**config.mk**
```make
export PLATFORM = sky130hd
export DESIGN_NAME = chaos_keystream_xor
export DESIGN_NICKNAME = d
export VERILOG_FILES = /design/src/rtl/chaos_keystream_xor.sv
export SDC_FILE = /design/constraint.sdc
export NUM_CORES = 1
export LEC_CHECK = 0
export CORE_UTILIZATION = 52
export DETAILED_ROUTE_END_ITERATION = 8
export PLACE_DENSITY = 0.81
export SETUP_SLACK_MARGIN = 0.5
export SLEW_MARGIN = 10
export SYNTH_ARGS = -nofsm -noshare
export SYNTH_HDL_FRONTEND = slang
export SYNTH_SLANG_ARGS = --single-unit
```
**constraint.sdc**
```tcl
create_clock -name clk -period 3.9 [get_ports clk]
set_input_delay 0.78 -clock clk [delete_from_list [all_inputs] [get_ports clk]]
set_output_delay 0.78 -clock clk [all_outputs]
set_load 0.01 [all_outputs]
```
**src/rtl/chaos_keystream_xor.sv**
```systemverilog
// Chaotic keystream XOR cipher.
// Captures four chaotic sequence words (x, y, z, w) from an external generator.
// The first DISCARD captures are dropped so the generator's transient is skipped.
// After that, an 8-bit slice of each captured word is pushed into a byte FIFO.
// Each input stream byte is XORed with one popped key byte and registered out.
//
// Ports:
//   clk, rst_n          clock, asynchronous active-low reset
//   enable              run enable; low returns the block to IDLE and flushes the FIFO
//   ap_start / ap_ready run request to the generator / generator ready
//   {x,y,z,w}_seq       sequence words, each with its own *_ap_valid strobe
//   s_t*                input byte stream (valid/ready/last)
//   m_t*                output byte stream, registered, 1-cycle latency
//   drop_cnt            saturating count of captures lost to a full FIFO
//   err_align           sticky flag: some but not all word valids were seen
//   state               current FSM state (0 IDLE, 1 DISCARD, 2 RUN)
module chaos_keystream_xor #(
  parameter int unsigned WIDTH   = 32,
  parameter int unsigned KEY_LSB = 16,
  parameter int unsigned DEPTH   = 16,
  parameter int unsigned DISCARD = 16
) (
  input  logic             clk,
  input  logic             rst_n,
  input  logic             enable,
  output logic             ap_start,
  input  logic             ap_ready,
  input  logic [WIDTH-1:0] x_seq,
  input  logic [WIDTH-1:0] y_seq,
  input  logic [WIDTH-1:0] z_seq,
  input  logic [WIDTH-1:0] w_seq,
  input  logic             x_ap_valid,
  input  logic             y_ap_valid,
  input  logic             z_ap_valid,
  input  logic             w_ap_valid,
  input  logic [7:0]       s_tdata,
  input  logic             s_tvalid,
  output logic             s_tready,
  input  logic             s_tlast,
  output logic [7:0]       m_tdata,
  output logic             m_tvalid,
  input  logic             m_tready,
  output logic             m_tlast,
  output logic [15:0]      drop_cnt,
  output logic             err_align,
  output logic [1:0]       state
);

  localparam int unsigned PtrW  = $clog2(DEPTH);
  localparam int unsigned CntW  = PtrW + 1;
  localparam int unsigned DiscW = (DISCARD < 2) ? 1 : $clog2(DISCARD + 1);

  typedef enum logic [1:0] {StIdle = 2'd0, StDiscard = 2'd1, StRun = 2'd2} state_e;

  state_e            state_q, state_d;
  logic [DiscW-1:0]  disc_q, disc_d;
  logic [7:0]        mem_q [DEPTH];
  logic [PtrW-1:0]   wptr_q, wptr_d, rptr_q, rptr_d;
  logic [CntW-1:0]   cnt_q, cnt_d, free;
  logic              ap_start_q, ap_start_d;
  logic [15:0]       drop_q, drop_d;
  logic              err_q, err_d;
  logic [7:0]        m_tdata_q, m_tdata_d;
  logic              m_tlast_q, m_tlast_d;
  logic              m_tvalid_q, m_tvalid_d;

  logic              all_valid, any_valid, capture, push, drop, pop;
  logic [7:0]        keys [4];

  // Only the key slice of each word is consumed.
  logic unused_word_bits;
  assign unused_word_bits = ^{x_seq, y_seq, z_seq, w_seq};

  assign keys[0] = x_seq[KEY_LSB +: 8];
  assign keys[1] = y_seq[KEY_LSB +: 8];
  assign keys[2] = z_seq[KEY_LSB +: 8];
  assign keys[3] = w_seq[KEY_LSB +: 8];

  assign all_valid = x_ap_valid & y_ap_valid & z_ap_valid & w_ap_valid;
  assign any_valid = x_ap_valid | y_ap_valid | z_ap_valid | w_ap_valid;
  assign capture   = all_valid && (state_q != StIdle);
  // Free slots are taken before any same-cycle pop.
  assign free      = CntW'(DEPTH) - cnt_q;
  assign push      = capture && (state_q == StRun) && (free >= CntW'(4));
  assign drop      = capture && (state_q == StRun) && !push;
  assign s_tready  = (cnt_q != '0) && (!m_tvalid_q || m_tready) && (state_q == StRun);
  assign pop       = s_tvalid && s_tready;

  always_comb begin
    state_d    = state_q;
    disc_d     = disc_q;
    wptr_d     = wptr_q;
    rptr_d     = rptr_q;
    cnt_d      = cnt_q;
    drop_d     = drop_q;
    err_d      = err_q;
    m_tdata_d  = m_tdata_q;
    m_tlast_d  = m_tlast_q;
    m_tvalid_d = m_tvalid_q;

    unique case (state_q)
      StIdle: begin
        if (ap_ready) state_d = (DISCARD == 0) ? StRun : StDiscard;
      end
      StDiscard: begin
        if (capture) begin
          disc_d = disc_q + 1'b1;
          if (disc_d == DiscW'(DISCARD)) state_d = StRun;
        end
      end
      StRun: ;
      default: state_d = StIdle;
    endcase
    if (!enable) state_d = StIdle;

    if (any_valid && !all_valid && (state_q != StIdle)) err_d = 1'b1;
    if (drop && (drop_q != 16'hFFFF)) drop_d = drop_q + 16'd1;

    if (push) wptr_d = wptr_q + PtrW'(4);
    if (pop)  rptr_d = rptr_q + 1'b1;
    cnt_d = cnt_q + (push ? CntW'(4) : CntW'(0)) - (pop ? CntW'(1) : CntW'(0));

    // Returning to IDLE flushes the keystream; the output register is left alone
    // so a pending beat still completes.
    if (state_d == StIdle) begin
      wptr_d = '0;
      rptr_d = '0;
      cnt_d  = '0;
      disc_d = '0;
    end

    if (pop) begin
      m_tdata_d  = s_tdata ^ mem_q[rptr_q];
      m_tlast_d  = s_tlast;
      m_tvalid_d = 1'b1;
    end else if (m_tready) begin
      m_tvalid_d = 1'b0;
    end

    // Computed from next-state values so the registered output tracks the
    // current state/count.
    ap_start_d = (state_d == StDiscard) ||
                 ((state_d == StRun) && ((CntW'(DEPTH) - cnt_d) >= CntW'(8)));
  end

  always_ff @(posedge clk or negedge rst_n) begin
    if (!rst_n) begin
      state_q    <= StIdle;
      disc_q     <= '0;
      wptr_q     <= '0;
      rptr_q     <= '0;
      cnt_q      <= '0;
      ap_start_q <= 1'b0;
      drop_q     <= '0;
      err_q      <= 1'b0;
      m_tdata_q  <= '0;
      m_tlast_q  <= 1'b0;
      m_tvalid_q <= 1'b0;
    end else begin
      state_q    <= state_d;
      disc_q     <= disc_d;
      wptr_q     <= wptr_d;
      rptr_q     <= rptr_d;
      cnt_q      <= cnt_d;
      ap_start_q <= ap_start_d;
      drop_q     <= drop_d;
      err_q      <= err_d;
      m_tdata_q  <= m_tdata_d;
      m_tlast_q  <= m_tlast_d;
      m_tvalid_q <= m_tvalid_d;
    end
  end

  // Storage needs no reset: entries are only read when counted as valid.
  always_ff @(posedge clk) begin
    if (push) begin
      for (int k = 0; k < 4; k++) mem_q[wptr_q + PtrW'(k)] <= keys[k];
    end
  end

  assign ap_start  = ap_start_q;
  assign m_tdata   = m_tdata_q;
  assign m_tlast   = m_tlast_q;
  assign m_tvalid  = m_tvalid_q;
  assign drop_cnt  = drop_q;
  assign err_align = err_q;
  assign state     = state_q;

endmodule

```
# Word level (Yosys, flattened, before mapping)
# Memories as Yosys holds them, arrays and structs flattened.
# Index checks and enable logic that the tools add are counted.
# totals
regBits	48
mem_bits_rw	128
in_bits	147
output_inout_bits	31
wordCells	83
mem_count	1
# mem_list
memory	words	word_bits	rd	rd_clocked_by_memory_dff	wr	line_no	text
mem_q	16	8	1	0	4	57	logic [7:0] mem_q [DEPTH];
# classes
addsub	11
order_cmp	2
eq_ne	6
muxes	19
bitwise_logic	7
reduce_logical	26
# ops
op	count
2-to-1 mux 5 bit	4
adder 16 x 1 -> 16 bit (second input constant)	1
2-to-1 mux 4 bit	4
!= test 16 bit (second input constant)	1
nonzero test 2 bit	6
logical AND 1 bit	11
subtractor 5 bit (first input constant)	2
adder 4 x 1 -> 4 bit (second input constant)	2
adder 4 x 2 -> 4 bit (second input constant)	2
2-to-1 mux 2 bit	4
XOR 8 bit	1
one-hot mux 2 bit (3 select lines)	1
adder 5 x 1 -> 5 bit (second input constant)	1
adder 5 x 3 -> 5 bit	1
equality test 5 bit (second input constant)	1
>= comparator 5 x 3 -> 1 bit (second input constant)	1
>= comparator 5 x 4 -> 1 bit (second input constant)	1
2-to-1 mux 1 bit	5
nonzero test 5 bit	1
subtractor 5 x 1 -> 5 bit	1
adder 4 x 3 -> 4 bit (second input constant)	1
equality test 2 x 1 -> 1 bit (second input constant)	2
equality test 2 bit (second input constant)	2
logical NOT 2 bit	2
other kinds (6)	13

# Logic depth before layout (Yosys ltp)
# depth
ltp_word	14
depth_mapped	15
depth_no_buf	15

# Least setup slack after synthesis
# OpenSTA, ideal clock, no wires.
# synth_timing
path_kind	register -> register
start	register cnt_q[0]
end	register ap_start_q, in the netlist ap_start
setup_ns	0.142
arrival_time_ns	2.787
required_ns	3.758
slack_ns	0.971
stages_incl_launch_ff	15
n_path_buf	1
synth_period_minus_slack_ns	2.929
cell_sequence	dfrtp_1 > nor4_4 > ha_1 > o21ai_1 > and3_4 > buf_12 > inv_1 > ha_1 > inv_1 > ha_1 > a21o_1 > a21oi_1 > xnor2_1 > mux2i_1 > a21oi_1
# synth_via
elab_chain_len	11
word_cells_on_any_way	16
cone_classes	add/sub (4); order compare (2); mux (3); reduce/logical (7)
# synth_rtl
element	line_no	text
start, declared	59	logic [CntW-1:0] cnt_q, cnt_d, free;
start signal, assigned	164	cnt_q <= cnt_d;
subtractor 5 bit / nonzero test 5 bit (equally long branches)	83, 86	
>= comparator 5 x 3 -> 1 bit / logical AND 1 bit (equally long branches)	84, 86	
logical AND 1 bit (on tied branches)	84, 86	
2-to-1 mux 3 bit / logical AND 1 bit (equally long branches)	121, 87	
adder 5 x 3 -> 5 bit / 2-to-1 mux 1 bit (equally long branches)	121	cnt_d = cnt_q + (push ? CntW'(4) : CntW'(0)) - (pop ? CntW'(1) : CntW'(0));
subtractor 5 x 1 -> 5 bit *	121	
2-to-1 mux 5 bit *	125	if (state_d == StIdle) begin
subtractor 5 bit *	143	((state_d == StRun) && ((CntW'(DEPTH) - cnt_d) >= CntW'(8)));
>= comparator 5 x 4 -> 1 bit *	143	
logical AND 1 bit *	143	
logical OR 1 bit *	142	ap_start_d = (state_d == StDiscard) ||
named net ap_start_d	60	logic ap_start_q, ap_start_d;
end signal, assigned	165	ap_start_q <= ap_start_d;
end, declared	60	
# Mark *: on every way through the listed nets, which the timed path passes. The rest lies on a longest branch.
# A chain may end at the register's enable or synchronous reset.

# Final worst setup path
# layout_timing
start	register cnt_q[1]
end	register ap_start_q, in the netlist ap_start
# The elaborated chain is that of the path after synthesis.

==> flow_metrics.env <==
export IMPL_via_count=4909
export IMPL_cts_resized=0
export IMPL_critical_path_endpoint_type="flop"
export IMPL_grt_antenna_before_repair=0
export IMPL_dr_max_layer_used="met4"
export IMPL_detail_route_first_pass_iterations=5
export IMPL_dp_hpwl_um=11300
export IMPL_ctsLongestPathBuffers=2
export IMPL_port_buffer_count=81
export IMPL_final_setup_tns_ps=0
export IMPL_syn_num_nets=714
export IMPL_summed_instance_area_of_the_synthesized_netlist_um2=8680
export IMPL_outcome="completed"
export IMPL_cts_hold_buffers=0
export IMPL_leakage_uw=0.00369
export IMPL_core_um2=16100
export IMPL_cts_made_buffers=17
export IMPL_clkLatencyLatePin_ps=420
export IMPL_comb_pwr_share_pct=4.5
export IMPL_hold_viol_final=0
export IMPL_hold_path_depth=2
export IMPL_cp_required_ps=4200
export IMPL_slew_headroom_pct=33.7
export IMPL_wl_um=17400
export IMPL_peak_per_stage_delay_on_the_critical_path_ps=440
export IMPL_critical_path_cell_sequence="nor4_4 > ha_1 > o21ai_1 > and3_4 > inv_1 > ha_1 > inv_1 > ha_1 > a21o_1 > a21oi_1 > xnor2_1 > mux2i_1 > a21oi_1"
export IMPL_postSynthCellCount=553
export IMPL_placement_setup_slack_ps=396
export IMPL_clkSlewWorstSetupHoldPaths_ps=60
export IMPL_internal_power_uw=3030
export IMPL_ant_nets=0
export IMPL_cts_htree_levels=4
export IMPL_worst_path_stages=13
export IMPL_ir_drop_v=0.000323
export IMPL_routed_via_density=5.73
export IMPL_routedWlPerCell_um=20.3
export IMPL_power_per_cell_area_nw_per_um2=372
export IMPL_grt_max_degree=47
export IMPL_period_minus_slack_ps=3170
export IMPL_initial_standard_cell_utilization_of_the_core_pct=54.0
export IMPL_place_gp_congestion=0.806
export IMPL_hold_path_class="reg2reg"
export IMPL_crit_start="cnt_q[1]$_DFF_PN0_"
export IMPL_clock_power_share_pct=42.8
export IMPL_cts_tree="yes"
export IMPL_seq_area_frac_synth_pct=57.6
export IMPL_placement_rows=46
export IMPL_synthDominantAreaCellType="edfxtp_1"
export IMPL_gr_ovfl_total=0
export IMPL_setup_viol=0
export IMPL_fp_dieW_um=131
export IMPL_final_worst_path_setup_slack_ps=735
export IMPL_holdCritStartpoint="m_tlast$_DFFE_PN0P_"
export IMPL_critical_path_reg2reg_startpoint="cnt_q[1]$_DFF_PN0_"
export IMPL_cpLargestDelayFamily="adder cells"
export IMPL_ios=178
export IMPL_route_detailed_drc=0
export IMPL_maxCapViolations=0
export IMPL_critPathArrivalTime_ps=3470
export IMPL_dieArea_um2=17200
export IMPL_synth_ff_type="edfxtp_1"
export IMPL_mostFrequentLayoutCells="edfxtp_1 (128), clkdlybuf4s50_1 (80), mux2_2 (62)"
export IMPL_final_util_pct=63.3
export IMPL_report_final_slew_viol_count=0
export IMPL_post_cts_setup_buffer_count=0
export IMPL_die_height_um=131
export IMPL_layout_filler_cells=1121
export IMPL_first_iter_violations=269
export IMPL_synth_cell_types=50
export IMPL_detail_route_wirelength_met1_um=7120
export IMPL_setup_worst_path_start_class="flop"
export IMPL_crit_type="reg2reg"
export IMPL_layout_drive_gt1_share_pct=28.9
export IMPL_clock_tree_root_driver_cell="clkbuf_16"
export IMPL_synth_seq_cells=174
export IMPL_crit_path_max_fanout=4
export IMPL_worst_path_buf_inv=2
export IMPL_grt_util_all_layers_pct=21.5
export IMPL_synthesis_yosys_warnings=0
export IMPL_tritoncts_num_sinks=174
export IMPL_critical_path_slowest_cell="dfrtp_1"
export IMPL_p_sw_share_pct=20.0
export IMPL_timing_reg2reg_worst_path_depth=13
export IMPL_finClkSkew_ps=7.62
export IMPL_final_min_period_over_clock_period_pct=81.2
export IMPL_power_share_sequential_pct=52.7
export IMPL_syn2layout_area_growth_pct=17.1
export IMPL_synth_largest_type_area_fraction_pct=44.3
export IMPL_edff_count_synth=128
export IMPL_critPathMostFrequentCell="ha_1"
export IMPL_p_switching_uw=756
export IMPL_netlist_top_cells_area="edfxtp_1 (44%), dfrtp_1 (13%), mux4_2 (8.3%), mux2_2 (8.0%), mux2_4 (6.2%)"
export IMPL_met2_wirelength_um=8940
export IMPL_fmax_mhz=316
export IMPL_first_global_vias=5183
export IMPL_n_antenna_cell=0
export IMPL_routed_wl_met3_um=1100
export IMPL_fin_nets=788
export IMPL_async_reset_ff_share_pct=26.4
export IMPL_syn_area_per_cell_um2=15.7
export IMPL_grt_first_pass_wirelength_um=28100
export IMPL_rsz0062_at_grt="no"
export IMPL_final_common_cell="edfxtp_1"
export IMPL_worst_slew_pin_slew_ps=995
export IMPL_fin_total_pwr_uw=3780
[power by group through the flow]
stage                     Clock (µW)  Combinational [µW]  Sequential [µW]
after global routing            1720                 185             1990
after detailed placement           0                 170             2030
after floorplan                    0                77.3             2030
final                           1620                 171             1990
after global placement             0                 162             2030
after CTS                       1640                 171             1990
[metrics by stage]
step           area, µm²  std cells  hold WS, ps
2_1_floorplan       8680        553          484
3_3_place_gp        9610        824          462
3_5_place_dp        9610        824          465
4_1_cts            10200        856          482
5_1_grt            10200        856          504
6_report           10200        856          476
[cell usage after synthesis (all sizes together), types with 2 or more instances]
master and n:
edfxtp 128, mux2 98, dfrtp 46, mux4 32
nand2 30, inv 27, nor2 22, clkbuf 21
xnor2 18, buf 15, ha 13, xor2 13
o21ai 12, a21oi 11, mux2i 11, nand4 9
o22ai 8, and3 4, nand3 4, and4 3
nand2b 2, nand3b 2, nor3 2, nor3b 2
nor4 2, o211a 2, or2 2
[tightest hold or removal path: stages (launching register included)]
cell	delay, ps
dfrtp_1	340
nand2_1	50
nand2_1	60
[registers in the layout, summed over array words and instances (netlist names)]
register   cells
cnt_q          5
mem_q        128
drop_cnt      16
m_tdata        8
err_align      1
ap_start       1
m_tvalid       1
m_tlast        1
state          2
wptr_q         2
rptr_q         4
disc_q         5
[worst paths after layout]
path	slack [ps]	end
hold / removal	480	m_tlast$_DFFE_PN0P_
min in group asynchronous	520	cnt_q[0]$_DFF_PN0_
max in group asynchronous	2700	rptr_q[1]$_DFFE_PN0P_
hold reg to reg	480	m_tlast$_DFFE_PN0P_
setup / recovery	730	ap_start$_DFF_PN0_
setup reg to reg	730	ap_start$_DFF_PN0_
[layout make-up]
class                      instances  area (µm²)  area share, %
multi-input combinational        316        3310           32.6
timing repair buffer              91         893           8.79
sequential                       174        5000           49.2
tap                              216         270           2.66
clock buffer                      21         440           4.33
clock inverter                    11         116           1.14
inverter                          27         131           1.29
[kinds of logic after synthesis]
family | Yosys count | synth area share [%]
buffers and inverters | 63 | 4.23
multiplexers | 141 | 23.9
AND/OR/NAND/NOR | 88 | 5.94
adder cells (fa/ha/maj) | 14 | 2.11
XOR/XNOR | 31 | 3.13
flip-flops | 174 | 57.6
AO/OA/AOI/OAI | 42 | 3.17
[metal layers]
layer | up-vias | GRT usage (%)
li1 | 2226 | -
met2 | 176 | 36.2
met5 | - | 0
met1 | 2488 | 27.6
met3 | 19 | 5.59
met4 | 0 | 5.95
No activity file was read; power rests on OpenSTA's default activity.
